`src/rtl/aes_pkg.sv`:
```
// Shared types and constants for the AES-128 key expansion sequencer.
package aes_pkg;

  localparam int KEY_W  = 128;
  localparam int WORD_W = 32;
  localparam int NB_ROW = 4;
  localparam int NB_COL = 4;

  // Sequencer states; IDLE is the only state with busy low.
  typedef enum logic [2:0] {
    IDLE,
    SBOX_REQ,
    SBOX_CAP,
    COMMIT,
    RUN,
    DRAIN
  } kx_state_e;

  // Byte (NB_COL*row + col) of a key; byte 0 sits in the most significant lane.
  function automatic logic [7:0] key_byte(input logic [KEY_W-1:0] key,
                                          input int row, input int col);
    return key[KEY_W-1-8*(NB_COL*row+col) -: 8];
  endfunction

  // One key column as a word with row r in bits [8r+7:8r].
  function automatic logic [WORD_W-1:0] key_column(input logic [KEY_W-1:0] key,
                                                   input int col);
    return {key_byte(key, 3, col), key_byte(key, 2, col),
            key_byte(key, 1, col), key_byte(key, 0, col)};
  endfunction

  // Round constant for rounds 1..10; zero elsewhere.
  function automatic logic [7:0] rcon(input logic [3:0] round);
    case (round)
      4'd1:    return 8'h01;
      4'd2:    return 8'h02;
      4'd3:    return 8'h04;
      4'd4:    return 8'h08;
      4'd5:    return 8'h10;
      4'd6:    return 8'h20;
      4'd7:    return 8'h40;
      4'd8:    return 8'h80;
      4'd9:    return 8'h1b;
      4'd10:   return 8'h36;
      default: return 8'h00;
    endcase
  endfunction

endpackage

```
`src/rtl/key_expansion_ctrl_rot_word.sv`:
```
// RotWord of one key column: row1 moves to the bottom lane, row0 to the top.
module rot_word
  import aes_pkg::*;
(
  input  logic [WORD_W-1:0] col_i,
  output logic [WORD_W-1:0] rot_o
);

  // {row3,row2,row1,row0} becomes {row0,row3,row2,row1}.
  assign rot_o = {col_i[7:0], col_i[WORD_W-1:8]};

endmodule

```
`src/rtl/key_expansion_ctrl.sv`:
```
// Key expansion sequencer: drives the shared S-box port and the free-running
// key_shedule column-XOR datapath, and streams round keys 0..NUM_ROUNDS.
module key_expansion_ctrl
  import aes_pkg::*;
#(
  parameter int NUM_ROUNDS = 10
) (
  input  logic              clk,
  input  logic              rst,
  input  logic              start,
  input  logic [KEY_W-1:0]  cipher_key,
  output logic              busy,
  output logic              done,
  output logic              sbox_req,
  input  logic              sbox_gnt,
  output logic [WORD_W-1:0] sbox_in,
  input  logic [WORD_W-1:0] sbox_out,
  output logic [KEY_W-1:0]  ks_key,
  output logic [WORD_W-1:0] ks_sboxed,
  input  logic              ks_flag,
  input  logic [KEY_W-1:0]  ks_out_key,
  output logic              rk_valid,
  input  logic              rk_ready,
  output logic [KEY_W-1:0]  rk_data,
  output logic [3:0]        rk_idx
);

  localparam logic [3:0] LAST_ROUND = 4'(NUM_ROUNDS);

  kx_state_e         state_q;
  logic [3:0]        round_q;
  logic [WORD_W-1:0] word_q;
  logic              busy_q;
  logic              done_q;
  logic              sbox_req_q;
  logic [WORD_W-1:0] sbox_in_q;
  logic [KEY_W-1:0]  ks_key_q;
  logic [WORD_W-1:0] ks_sboxed_q;
  logic              rk_valid_q;
  logic [KEY_W-1:0]  rk_data_q;
  logic [3:0]        rk_idx_q;

  logic [KEY_W-1:0]  load_key;
  logic [WORD_W-1:0] load_col;
  logic [WORD_W-1:0] rot_next;
  logic              rk_fire;

  // The key about to be loaded: the cipher key on start, otherwise the finished round key.
  assign load_key = (state_q == IDLE) ? cipher_key : ks_out_key;
  assign load_col = key_column(load_key, NB_COL - 1);
  assign rk_fire  = rk_valid_q & rk_ready;

  rot_word u_rot_word (
    .col_i (load_col),
    .rot_o (rot_next)
  );

  // Sequencer with all outputs registered; sbox_in is loaded with the key it belongs to.
  always_ff @(posedge clk) begin
    if (rst) begin
      state_q     <= IDLE;
      round_q     <= '0;
      word_q      <= '0;
      busy_q      <= 1'b0;
      done_q      <= 1'b0;
      sbox_req_q  <= 1'b0;
      sbox_in_q   <= '0;
      ks_key_q    <= '0;
      ks_sboxed_q <= '0;
      rk_valid_q  <= 1'b0;
      rk_data_q   <= '0;
      rk_idx_q    <= '0;
    end else begin
      done_q <= 1'b0;
      // NOTE: a later non-blocking assignment in this block wins, so a key loaded
      // in the handshake cycle keeps rk_valid high despite this default clear.
      if (rk_fire) rk_valid_q <= 1'b0;

      unique case (state_q)
        IDLE: begin
          if (start) begin
            ks_key_q   <= cipher_key;
            rk_data_q  <= cipher_key;
            rk_idx_q   <= '0;
            rk_valid_q <= 1'b1;
            round_q    <= 4'd1;
            sbox_req_q <= 1'b1;
            sbox_in_q  <= rot_next;
            busy_q     <= 1'b1;
            state_q    <= SBOX_REQ;
          end
        end

        SBOX_REQ: begin
          if (sbox_gnt) begin
            sbox_req_q <= 1'b0;
            state_q    <= SBOX_CAP;
          end
        end

        SBOX_CAP: begin
          word_q  <= sbox_out ^ {24'h0, rcon(round_q)};
          state_q <= COMMIT;
        end

        // ks_key is only free to change once the previous key has been taken.
        COMMIT: begin
          if (ks_flag && !rk_valid_q) begin
            ks_sboxed_q <= word_q;
            state_q     <= RUN;
          end
        end

        RUN: begin
          if (ks_flag) begin
            ks_key_q   <= ks_out_key;
            rk_data_q  <= ks_out_key;
            rk_idx_q   <= round_q;
            rk_valid_q <= 1'b1;
            if (round_q == LAST_ROUND) begin
              state_q <= DRAIN;
            end else begin
              round_q    <= round_q + 4'd1;
              sbox_req_q <= 1'b1;
              sbox_in_q  <= rot_next;
              state_q    <= SBOX_REQ;
            end
          end
        end

        DRAIN: begin
          if (rk_fire) begin
            done_q  <= 1'b1;
            busy_q  <= 1'b0;
            state_q <= IDLE;
          end
        end

        default: state_q <= IDLE;
      endcase
    end
  end

  assign busy      = busy_q;
  assign done      = done_q;
  assign sbox_req  = sbox_req_q;
  assign sbox_in   = sbox_in_q;
  assign ks_key    = ks_key_q;
  assign ks_sboxed = ks_sboxed_q;
  assign rk_valid  = rk_valid_q;
  assign rk_data   = rk_data_q;
  assign rk_idx    = rk_idx_q;

endmodule

```
`config.mk`:
```
export PLATFORM = sky130hd
export DESIGN_NAME = key_expansion_ctrl
export DESIGN_NICKNAME = d
export VERILOG_FILES = /design/src/rtl/aes_pkg.sv /design/src/rtl/key_expansion_ctrl_rot_word.sv /design/src/rtl/key_expansion_ctrl.sv
export SDC_FILE = /design/constraint.sdc
export NUM_CORES = 1
export LEC_CHECK = 0
export CAP_MARGIN = 15
export CORE_AREA = 3 3 244 246
export DETAILED_ROUTE_END_ITERATION = 16
export DIE_AREA = 0 0 247 249
export GPL_ROUTABILITY_DRIVEN = 0
export SKIP_CTS_REPAIR_TIMING = 1
export SYNTH_ARGS = -nofsm -noshare
export SYNTH_HDL_FRONTEND = slang
export SYNTH_SLANG_ARGS = --single-unit
```
`constraint.sdc`:
```
create_clock -name clk -period 2.2 [get_ports clk]
set_input_delay 0.44 -clock clk [delete_from_list [all_inputs] [get_ports clk]]
set_output_delay 0.44 -clock clk [all_outputs]
set_load 0.03 [all_outputs]
```
---- After elaboration in Yosys (flattened, before gate mapping) ----
Memories as Yosys holds them, arrays and structs flattened. A register that Yosys moved wholly into a read port is not among the register bits.
Cells that the tools add are included.
storage, ports and cells
  output and inout port bits .............. 328
  input port bits ......................... 294
  ROM bits ................................ 128
  flip-flop bits (word level) ............. 239
  memories kept ........................... 1
  logic and storage cells ................. 79
cells by class
  equal/unequal tests ..................... 12
  add/sub/neg operators ................... 1
  bitwise gates (word level) .............. 3
  multiplexer cells ....................... 38
  reductions and logical operators ........ 13
memory list
  memory           words  width  read ports  clocked after memory_dff  write ports  RTL line       text
  (no name shown)  16     8      1           1                         0            aes_pkg.sv:34  case (round)
operator list
  kind                                                             count
  128-bit 2-to-1 mux                                               2
  128-bit case mux with 2 select lines                             1
  104-bit 2-to-1 mux                                               1
  32-bit 2-to-1 mux                                                3
  32-bit case mux with 2 select lines                              1
  32-bit by 8-bit XOR with 32-bit output                           1
  4-bit 2-to-1 mux                                                 7
  3-bit 2-to-1 mux                                                 6
  3-bit case mux with 6 select lines                               1
  8-bit 2-to-1 mux                                                 2
  4-bit case mux with 2 select lines                               2
  2-bit != test, second input constant                             6
  5-bit AND reduction                                              2
  1-bit 2-to-1 mux                                                 9
  3-bit by 2-bit == test with 1-bit output, second input constant  2
  3-bit == test, second input constant                             2
  3-bit AND reduction                                              2
  4-bit by 1-bit adder with 4-bit output, second input constant    1
  4-bit == test, second input constant                             1
  1-bit case mux with 2 select lines                               2
  4-bit AND reduction                                              1
  2-bit nonzero test                                               2
  3-bit by 1-bit == test with 1-bit output, second input constant  1
  3-bit zero test                                                  1
  8 further kinds                                                  8

---- Longest topological paths before layout ----
Gate-level depths: netlist (run 1).
  word-level depth ........................ 6
  depth in mapped cells ................... 10
  gate-level depth less buffers ........... 10

---- Cells and area by module ----
Synthesis (run 1) repeated with hierarchy kept, for this count alone.
unflattened totals
  cell total of the unflattened synthesis .. 1333
  area total of the unflattened synthesis .. 11745.0 um^2
modules (own cells, without submodules)
  module              area an instance (um^2)  sequential area each (um^2)  cells each  times used
  key_expansion_ctrl  11504.8                  4944.7                       1301        1
  rot_word            240.2                    0.0                          32          1

---- Least setup slack after synthesis (run 1) ----
OpenSTA, ideal clock, no wires.
  kind .................................... register to register
  start ................................... register round_q[0]
  end ..................................... register with a tool-made name
  period minus slack after synthesis ...... 2268 ps
  slack ................................... -68 ps
  required time ........................... 2083 ps
  path buffers ............................ 0
  cell stages (with the launch flop) ...... 10
  arrival time ............................ 2151 ps
  setup time .............................. 117 ps
  cell sequence ........................... dfxtp_1 inv_1 ha_1 and4b_1 nor3_1 mux2i_1 or2_2 ha_1 inv_1 a22o_1
RTL lines
  element                   RTL line                   text
  start: declaration        key_expansion_ctrl.sv:31   logic [3:0] round_q;
  start signal: assignment  key_expansion_ctrl.sv:123  round_q <= round_q + 4'd1;

==> metrics.yaml, run 1 <==
post-route-period-util_pct: 97.6
crit_required_ps: 1760
globalRouteOverflowTotal: 0
clk_latency_ps: 560
wl_um: 47200
cts_sinks: 247
min_path_type: "in -> reg"
status: "finished clean"
routed.top_layer: "met4"
start_kind: "register"
area_growth_pct: 66.2
syn_nets: 1687
crit_buf_inv: 1
die_x_um: 247
worst_pin_slew_ps: 708
htreeDepth: 1
dieHeight_um: 249
grt_pass1_vias: 11300
finalHoldViolCount: 0
synth_top_area_share_pct: 44.4
synth_top_area_cell: "dfxtp_1"
met2_length_um: 22500
vias: 11300
num-nets-final: 2158
layout_common_cells: "clkdlybuf4s50_1, nand2_1, dfxtp_1, nor2_1, a311oi_1"
setup_viol: 0
grt_use_total_pct: 14.4
via_per_inst: 4.27
cp.depth: 1
wire_per_inst_um: 17.9
ys_types: 41
vdd_drop_max_v: 0.000543
setup_tns_ps: 0
cp_cell_sequence: "clkdlybuf4s50_1"
clockRootBuffer: "clkbuf_16"
timing.fmax_mhz: 466
start_util_pct: 19.3
drt_iter0_drc: 536
crit_family: "buffers and inverters"
worst_setup_path_end_kind: "output port"
numCtsBuffers: 29
grt_pass1_wl_um: 69800
hold_depth: 2
ys_seq_area_share_pct: 44.4
cp.arrival_ps: 1710
slowest_stage: "clkdlybuf4s50_1"
antenna_left: 0
syn_area_mm2: 0.0111
firstDrtPassIters: 5
leakage_nw: 7.13
relSlewSlack_pct: 52.8
hold_ws_ps: 170
cts_tree: "done"
finalClockSkew_ps: 9.29
core_mm2: 0.0576
ys_seq_elements: 247
slew_violations: 0
grt_antenna_before_repair: 0
layout_commonest_cell: "clkdlybuf4s50_1"
cpPeakStageDelay_ps: 720
io_buffer_count: 621
cp_max_fo: 3
clk_path_buf_depth: 3
critPathKind: "reg -> out"
synthCells: 1387
rsz0062_at_grt: "no"
hpwl_um: 35900
maxCapViolCount: 0
clk_pin_slew_ps: 60
boundaryPins: 622
n_antenna_cell: 0
wl_met1_um: 19600
ys_warn_count: 0
grt_start_max_net_pins: 129
route.detailed.drc: 0
dieArea_mm2: 0.0615
num_rows: 88
period_needed_ps: 2150
reg2reg_depth: 10
synth.avg_cell_area_um2: 8.03
drive_gt1_share_pct: 7.14
met3WireLength_um: 3740
power.density_mw_per_mm2: 798
yosys-top-cells-area: "dfxtp_1, nand2_1, a311oi_1, buf_4, nor2_1"
routing by layer:
layer  track usage, %  up-vias
li1                 -     5519
met1             17.7     5263
met2             24.8      445
met3             3.95       68
met4             3.62        0
met5                0        -
registers in the layout (all words and copies together) (netlist names), named ones only:
name and count:
busy 1, done 1, ks_sboxed 32, rk_data 128, rk_idx 4, rk_valid 1, round_q 4, sbox_in 32
sbox_req 1, state_q 3, word_q 32
area by class of cell:
class	count	area, µm²
fillers	6038	39100
repair buffers	681	6890
flip-flops and latches	247	4940
multi-input cells	893	4780
well taps	765	957
clock buffers	40	847
clock inverters	11	63.8
inverters	6	22.5
cells by family after synthesis:
family | count (synthesis) | synth area share (%)
flip-flops | 247 | 44.4
multiplexers | 39 | 3.51
adder cells (fa/ha/maj) | 6 | 0.674
XOR/XNOR | 8 | 0.629
AO/OA/AOI/OAI | 247 | 16.8
AND/OR/NAND/NOR | 593 | 20.9
buffers and inverters | 247 | 13.1
Yosys cell counts:
cell type and count:
xnor2_1 8, or4b_4 1, a31oi_1 1, nand3_1 5, buf_2 19, a32oi_1 1
ha_1 6, nor2b_1 2, a211oi_1 41, or2_2 3, nand2_1 377, nand3b_1 4
nand2b_1 4, a41oi_1 1, nor3b_2 1, a221oi_1 1, o32a_1 1, and4b_1 1
a21oi_1 64, and4_1 1, o211a_1 1, nor3_1 3, and2b_1 2, buf_1 1
nor2_1 185, inv_1 6, o21ai_0 3, buf_4 131, a311oi_1 128, or2_1 1
a22o_1 2, nor2_2 1, a31oi_4 1, and2_4 1, buf_6 2, mux2i_1 39
a221o_1 1, o21a_1 1, dfxtp_1 247, clkbuf_1 88, and2_1 1
power by group:
| part | total [W] | switching (W) | internal [W] | leakage, nW |
|---|---|---|---|---|
| clock network | 0.00460 | 0.00193 | 0.00266 | 0.455 |
| registers | 0.00530 | 0.000389 | 0.00491 | 2.03 |
| logic | 0.00487 | 0.00271 | 0.00216 | 4.64 |
stage by stage:
step	total power, W	setup slack [ps]	std cells	area, µm²	utilization (%)
floorplan	0.00812	47.4	1387	11100	-
global placement	0.0103	-308	2591	17500	30.4
detailed placement	0.0103	-356	2591	17500	30.4
CTS	0.0150	-72.1	2642	18400	32.0
global route	0.0155	0.553	2643	18500	32.1
finish	0.0148	51.9	2643	18500	32.1
worst paths after layout:
path / start / to / slack, ps
worst max register to register: round_q[0] / register / 110
worst min-delay path: rst / round_q[0] / 170
worst min register to register: word_q[26] / ks_sboxed[26] / 450
worst max-delay path: rk_data[67] / ks_key[67] / 50
Power figures use the tool's default switching activity.
==> run 2, diff against run 1 <==
--- a/config.mk
+++ b/config.mk
@@ -10,6 +10,7 @@
 export DETAILED_ROUTE_END_ITERATION = 16
 export DIE_AREA = 0 0 247 249
 export GPL_ROUTABILITY_DRIVEN = 0
+export REMOVE_ABC_BUFFERS = 1
 export SKIP_CTS_REPAIR_TIMING = 1
 export SYNTH_ARGS = -nofsm -noshare
 export SYNTH_HDL_FRONTEND = slang
==> constraint.sdc (replaced) <==
create_clock -name clk -period 1.8 [get_ports clk]
set_input_delay 0.36 -clock clk [delete_from_list [all_inputs] [get_ports clk]]
set_output_delay 0.36 -clock clk [all_outputs]
set_load 0.03 [all_outputs]
==> metrics.yaml, run 2 (synthesis gave the netlist of run 1 again) <==
dieHeight_um: 249  # unchanged
grt_use_total_pct: 15.3  # was 14.4%
layout_common_cells: "nand2_1, dlymetal6s2s_1, clkdlybuf4s50_1, dfxtp_1, nor2_1"  # was clkdlybuf4s50_1, nand2_1, dfxtp_1, nor2_1, a311oi_1
grt_antenna_before_repair: 9  # was 0
clk_latency_ps: 580  # was 560 ps
numCtsBuffers: 30  # was 29
leakage_nw: 12.0  # was 7.13 nW
finalClockSkew_ps: 16.2  # was 9.29 ps
slew_violations: 0  # unchanged
vias: 11800  # was 11.3k
grt_pass1_wl_um: 72500  # was 69,800 µm
hold_ws_ps: 181  # was 170 ps
min-delay-start: "rst"  # unchanged
route.detailed.drc: 0  # unchanged
cp_max_fo: 4  # was 3
core_mm2: 0.0576  # unchanged
swShare_pct: 34.4  # was 34.1%
via_per_inst: 4.39  # was 4.27
critPathKind: "reg -> reg"  # was reg -> out
min_path_type: "in -> reg"  # unchanged
firstDrtPassIters: 5  # unchanged
dpl_cell_area_mm2: 0.0177  # was 0.0175 mm²
p_comb_share_pct: 34.1  # was 33.0%
fillCellCount: 5834  # was 6,038
rrSetupSlack_ps: -280  # was 110 ps
power.share.sequential_pct: 33.7  # was 35.9%
die_x_um: 247  # unchanged
largest_reg_flops: 128  # unchanged
period_needed_ps: 2080
maxCapViolCount: 0  # unchanged
area_growth_pct: 81.8  # was 66.2%
htreeDepth: 1  # unchanged
p_int_w: 0.0126  # was 0.00973 W
cp.arrival_ps: 2530  # was 1710 ps
hold_depth: 2  # unchanged
reg2reg_depth: 10  # unchanged
cts_tree: "done"  # unchanged
num_rows: 88  # unchanged
clock_power_share_pct: 32.3  # was 31.2%
wl_um: 52700  # was 47,200 µm
wire_per_inst_um: 19.5  # was 17.9 µm
crit_required_ps: 2260  # was 1760 ps
start_util_pct: 19.3  # unchanged
worst_pin_slew_ps: 801  # was 708 ps
clk_pin_slew_ps: 70  # was 60 ps
hpwl_um: 39000  # was 35,900 µm
dieArea_mm2: 0.0615  # unchanged
final_area_mm2: 0.0202  # was 0.0185 mm²
globalRouteOverflowTotal: 0  # unchanged
start_kind: "register"  # unchanged
violations: "setup timing"
r2r-start: "round_q[0]"  # unchanged
post-route-period-util_pct: 115
cp-startpoint: "round_q[0]"  # was rk_data[67]
grt_start_max_net_pins: 124  # was 129
boundaryPins: 622  # unchanged
layout_commonest_cell: "nand2_1"  # was clkdlybuf4s50_1
timing.fmax_mhz: 482
vdd_drop_max_v: 0.000658  # was 0.000543 V
status: "finished with violations"  # was finished clean
clk_path_buf_depth: 3  # unchanged
setup_viol: 32  # was 0
grt_pass1_vias: 11600  # was 11.3k
finalHoldViolCount: 0  # unchanged
worst_setup_path_end_kind: "register"  # was output port
drive_gt1_share_pct: 12.7  # was 7.14%
drt_iter0_drc: 564  # was 536
cts_sinks: 247  # unchanged
power.density_mw_per_mm2: 947  # was 798 mW/mm²
p_sw_w: 0.00659  # was 0.00503 W
io_buffer_count: 621  # unchanged
setup_ws_ps: -275  # was 51.9 ps
rsz0062_at_grt: "yes"  # was no
num-nets-final: 2207  # was 2,158
antenna_left: 0  # unchanged
clockRootBuffer: "clkbuf_16"  # unchanged
relSlewSlack_pct: 46.6  # was 52.8%
-- run 2: cell type report --
cell class	instances	area, µm²	area share [%]
Antenna cell	3	7.51	0.0371
Clock buffer	43	881	4.35
Clock inverter	12	119	0.587
Inverter	6	25.0	0.124
Multi-Input combinational cell	893	5080	25.1
Sequential cell	247	4950	24.5
Tap cell	765	957	4.73
Timing Repair Buffer	729	8220	40.6
-- run 2: power groups by stage --
stage	Combinational, W	Clock (W)	Sequential [W]
after floorplan	0.00142	0	0.00810
after global placement	0.00607	0	0.00657
after detailed placement	0.00610	0	0.00659
after CTS	0.00612	0.00634	0.00648
after global routing	0.00686	0.00657	0.00652
final	0.00653	0.00619	0.00645
-- run 2: metrics by stage --
| stage | setup slack [ps] | utilization [%] | std cells | total power (W) | setup TNS (ps) |
|---|---|---|---|---|---|
| 4_1_cts | -467 | 32.4 | 2669 | 0.0189 | -83300 |
| 3_5_place_dp | -617 | 30.7 | 2614 | 0.0127 | -66540 |
| 6_report | -275 | 35.1 | 2698 | 0.0192 | -2700 |
| 3_3_place_gp | -556 | 30.7 | 2614 | 0.0126 | -58620 |
| 2_1_floorplan | -7660 | - | 1146 | 0.00952 | -1161280 |
| 5_1_grt | -405 | 35.1 | 2698 | 0.0199 | -6020 |
-- run 2: worst max-delay path: stages (launching register included) --
cell and delay, ps:
dfxtp_2 340, inv_2 50, ha_4 150, and4b_1 200, nor3_4 330, mux2i_2 310, buf_4 170, nor2_4 40
ha_2 170, mux2i_1 130, nor2_1 60
-- run 2: worst max-delay path by stage --
stage / to / slack, ps / cells after the start
6_report: register / -280 / 10
5_1_grt: register / -410 / 10
4_1_cts: register / -470 / 9
3_5_place_dp: register / -620 / 7
3_3_place_gp: register / -560 / 7
2_1_floorplan: rk_data[0] / -7660 / 3
-- run 2: per-layer routing --
layer,routed length (µm),vias to the layer above,global-route usage [%]
li1,-,5636,-
met2,25000,509,25.7
met4,2470,4,6.73
met1,20800,5598,17.7
met5,27,-,0
met3,4480,90,4.76
==> run 3, diff against run 2 <==
--- a/config.mk
+++ b/config.mk
@@ -11,6 +11,7 @@
 export DIE_AREA = 0 0 247 249
 export GPL_ROUTABILITY_DRIVEN = 0
 export REMOVE_ABC_BUFFERS = 1
+export SETUP_SLACK_MARGIN = 0.02
 export SKIP_CTS_REPAIR_TIMING = 1
 export SYNTH_ARGS = -nofsm -noshare
 export SYNTH_HDL_FRONTEND = slang
==> metrics.yaml, run 3 (synthesis gave the netlist of run 1 again) <==
setup_viol: 33  # was 32
boundaryPins: 622  # unchanged
vias: 12000  # was 11.8k
use_met2_pct: 25.7  # unchanged
cp-startpoint: "round_q[0]"  # unchanged
clk_latency_ps: 570  # was 580 ps
p_int_w: 0.0127  # was 0.0126 W
num_rows: 88  # unchanged
layout_common_cells: "nand2_1, dlymetal6s2s_1, clkdlybuf4s50_1, dfxtp_1, nor2_1"  # unchanged
setup_tns_ps: -2930  # was -2700 ps
timing.fmax_mhz: 479  # was 482 MHz
dp_slack_ps: -617  # unchanged
numCtsBuffers: 30  # unchanged
grt_pass1_wl_um: 72500  # unchanged
globalRouteOverflowTotal: 0  # unchanged
clockRootBuffer: "clkbuf_16"  # unchanged
drive_gt1_share_pct: 13.6  # was 12.7%
dieArea_mm2: 0.0615  # unchanged
grt_antenna_before_repair: 9  # unchanged
clk_pin_slew_ps: 70  # about the same
wl_um: 54800  # was 52,700 µm
cp.arrival_ps: 2550  # was 2530 ps
grt_pass1_vias: 11600  # unchanged
min-delay-start: "rst"  # unchanged
hold_ws_ps: 182  # was 181 ps
power.share.sequential_pct: 33.2  # was 33.7%
critPathKind: "reg -> reg"  # unchanged
firstDrtPassIters: 5  # unchanged
dieHeight_um: 249  # unchanged
use_met1_pct: 17.7  # unchanged
period_needed_ps: 2090  # was 2080 ps
core_mm2: 0.0576  # unchanged
area_growth_pct: 85.2  # was 81.8%
layout_commonest_cell: "nand2_1"  # unchanged
grt_use_total_pct: 15.3  # unchanged
setup_ws_ps: -287  # was -275 ps
crit_required_ps: 2260  # about the same
finalClockSkew_ps: 18.4  # was 16.2 ps
p_comb_share_pct: 34.9  # was 34.1%
hold_depth: 2  # unchanged
cts_tree: "done"  # unchanged
antenna_left: 0  # unchanged
grt_busiest_layer: "met2"  # unchanged
fillCellCount: 5796  # was 5,834
status: "finished with violations"  # unchanged
wire_per_inst_um: 20.2  # was 19.5 µm
violations: "setup timing"  # unchanged
rsz0062_at_grt: "yes"  # unchanged
slew_violations: 0  # unchanged
cp_max_fo: 4  # unchanged
reg2reg_depth: 9  # was 10
post-route-period-util_pct: 116  # was 115%
power.density_mw_per_mm2: 942  # was 947 mW/mm²
start_kind: "register"  # unchanged
relSlewSlack_pct: 46.7  # was 46.6%
start_util_pct: 19.3  # unchanged
worst_setup_path_end_kind: "register"  # unchanged
worst_pin_slew_ps: 800  # was 801 ps
largest_reg_flops: 128  # unchanged
final_area_mm2: 0.0206  # was 0.0202 mm²
route.detailed.drc: 0  # unchanged
die_x_um: 247  # unchanged
hpwl_um: 39000  # unchanged
swShare_pct: 34.4  # about the same
leakage_nw: 12.1  # was 12.0 nW
use_met3_pct: 4.76  # unchanged
via_per_inst: 4.43  # was 4.39
min_path_type: "in -> reg"  # unchanged
dpl_cell_area_mm2: 0.0177  # unchanged
p_sw_w: 0.00668  # was 0.00659 W
clock_power_share_pct: 31.8  # was 32.3%
drt_iter0_drc: 622  # was 564
vdd_drop_max_v: 0.000655  # was 0.000658 V
clk_path_buf_depth: 3  # unchanged
grt_start_max_net_pins: 124  # unchanged
r2r-start: "round_q[0]"  # unchanged
finalHoldViolCount: 0  # unchanged
maxCapViolCount: 0  # unchanged
cts_sinks: 247  # unchanged
num-nets-final: 2222  # was 2,207
htreeDepth: 1  # unchanged
io_buffer_count: 621  # unchanged
-- run 3: changes by cell type in the layout (fill, tap and decap cells not counted), moves of 2 or more --
cell,previous run,this run
clkbuf_16,36,47
buf_8,4,12
buf_4,71,66
clkbuf_2,2,7
dlymetal6s2s_1,308,303
buf_16,1,4
mux2i_2,6,4
-- run 3: critical path: stages (launching register included) --
cell and delay (ps):
dfxtp_2 340, inv_2 50, ha_4 150, and4b_1 200, nor3_4 340, mux2i_2 140, or2_4 290, buf_6 120
ha_4 140, a22o_1 210
-- run 3: final timing paths --
check                  to  slack (ps)
min              register         180
min reg2reg  ks_sboxed[8]         450
max              register        -290
max reg2reg      register        -290
-- run 3: power by group through the flow --
stage / Clock [W] / Sequential (W) / Combinational [W]
after floorplan: 0 / 0.00810 / 0.00142
final: 0.00618 / 0.00645 / 0.00678
after global routing: 0.00657 / 0.00652 / 0.00712
after global placement: 0 / 0.00657 / 0.00607
after detailed placement: 0 / 0.00659 / 0.00610
after CTS: 0.00634 / 0.00648 / 0.00612
-- run 3: cell type report --
cell class | count | area, µm² | area share (%)
timing repair buffer | 744 | 8590 | 41.7
multi-input combinational | 893 | 5090 | 24.7
inverter | 6 | 25.0 | 0.121
clock inverter | 12 | 119 | 0.576
antenna | 4 | 10.0 | 0.0485
sequential | 247 | 4950 | 24.0
clock buffer | 43 | 881 | 4.27
tap | 765 | 957 | 4.64
-- run 3: metrics by stage --
stage | instances | util (%) | power, W
after floorplan | 1146 | - | 0.00952
after global placement | 2614 | 30.7 | 0.0126
after detailed placement | 2614 | 30.7 | 0.0127
after CTS | 2669 | 32.4 | 0.0189
after global routing | 2713 | 35.8 | 0.0202
final | 2714 | 35.8 | 0.0194
-- run 3: layer usage --
metal / share of wire, % / up-vias
li1: - / 5679
met3: 8.6 / 96
met4: 4.5 / 4
met5: 0.049 / -
met1: 39 / 5729
met2: 48 / 525
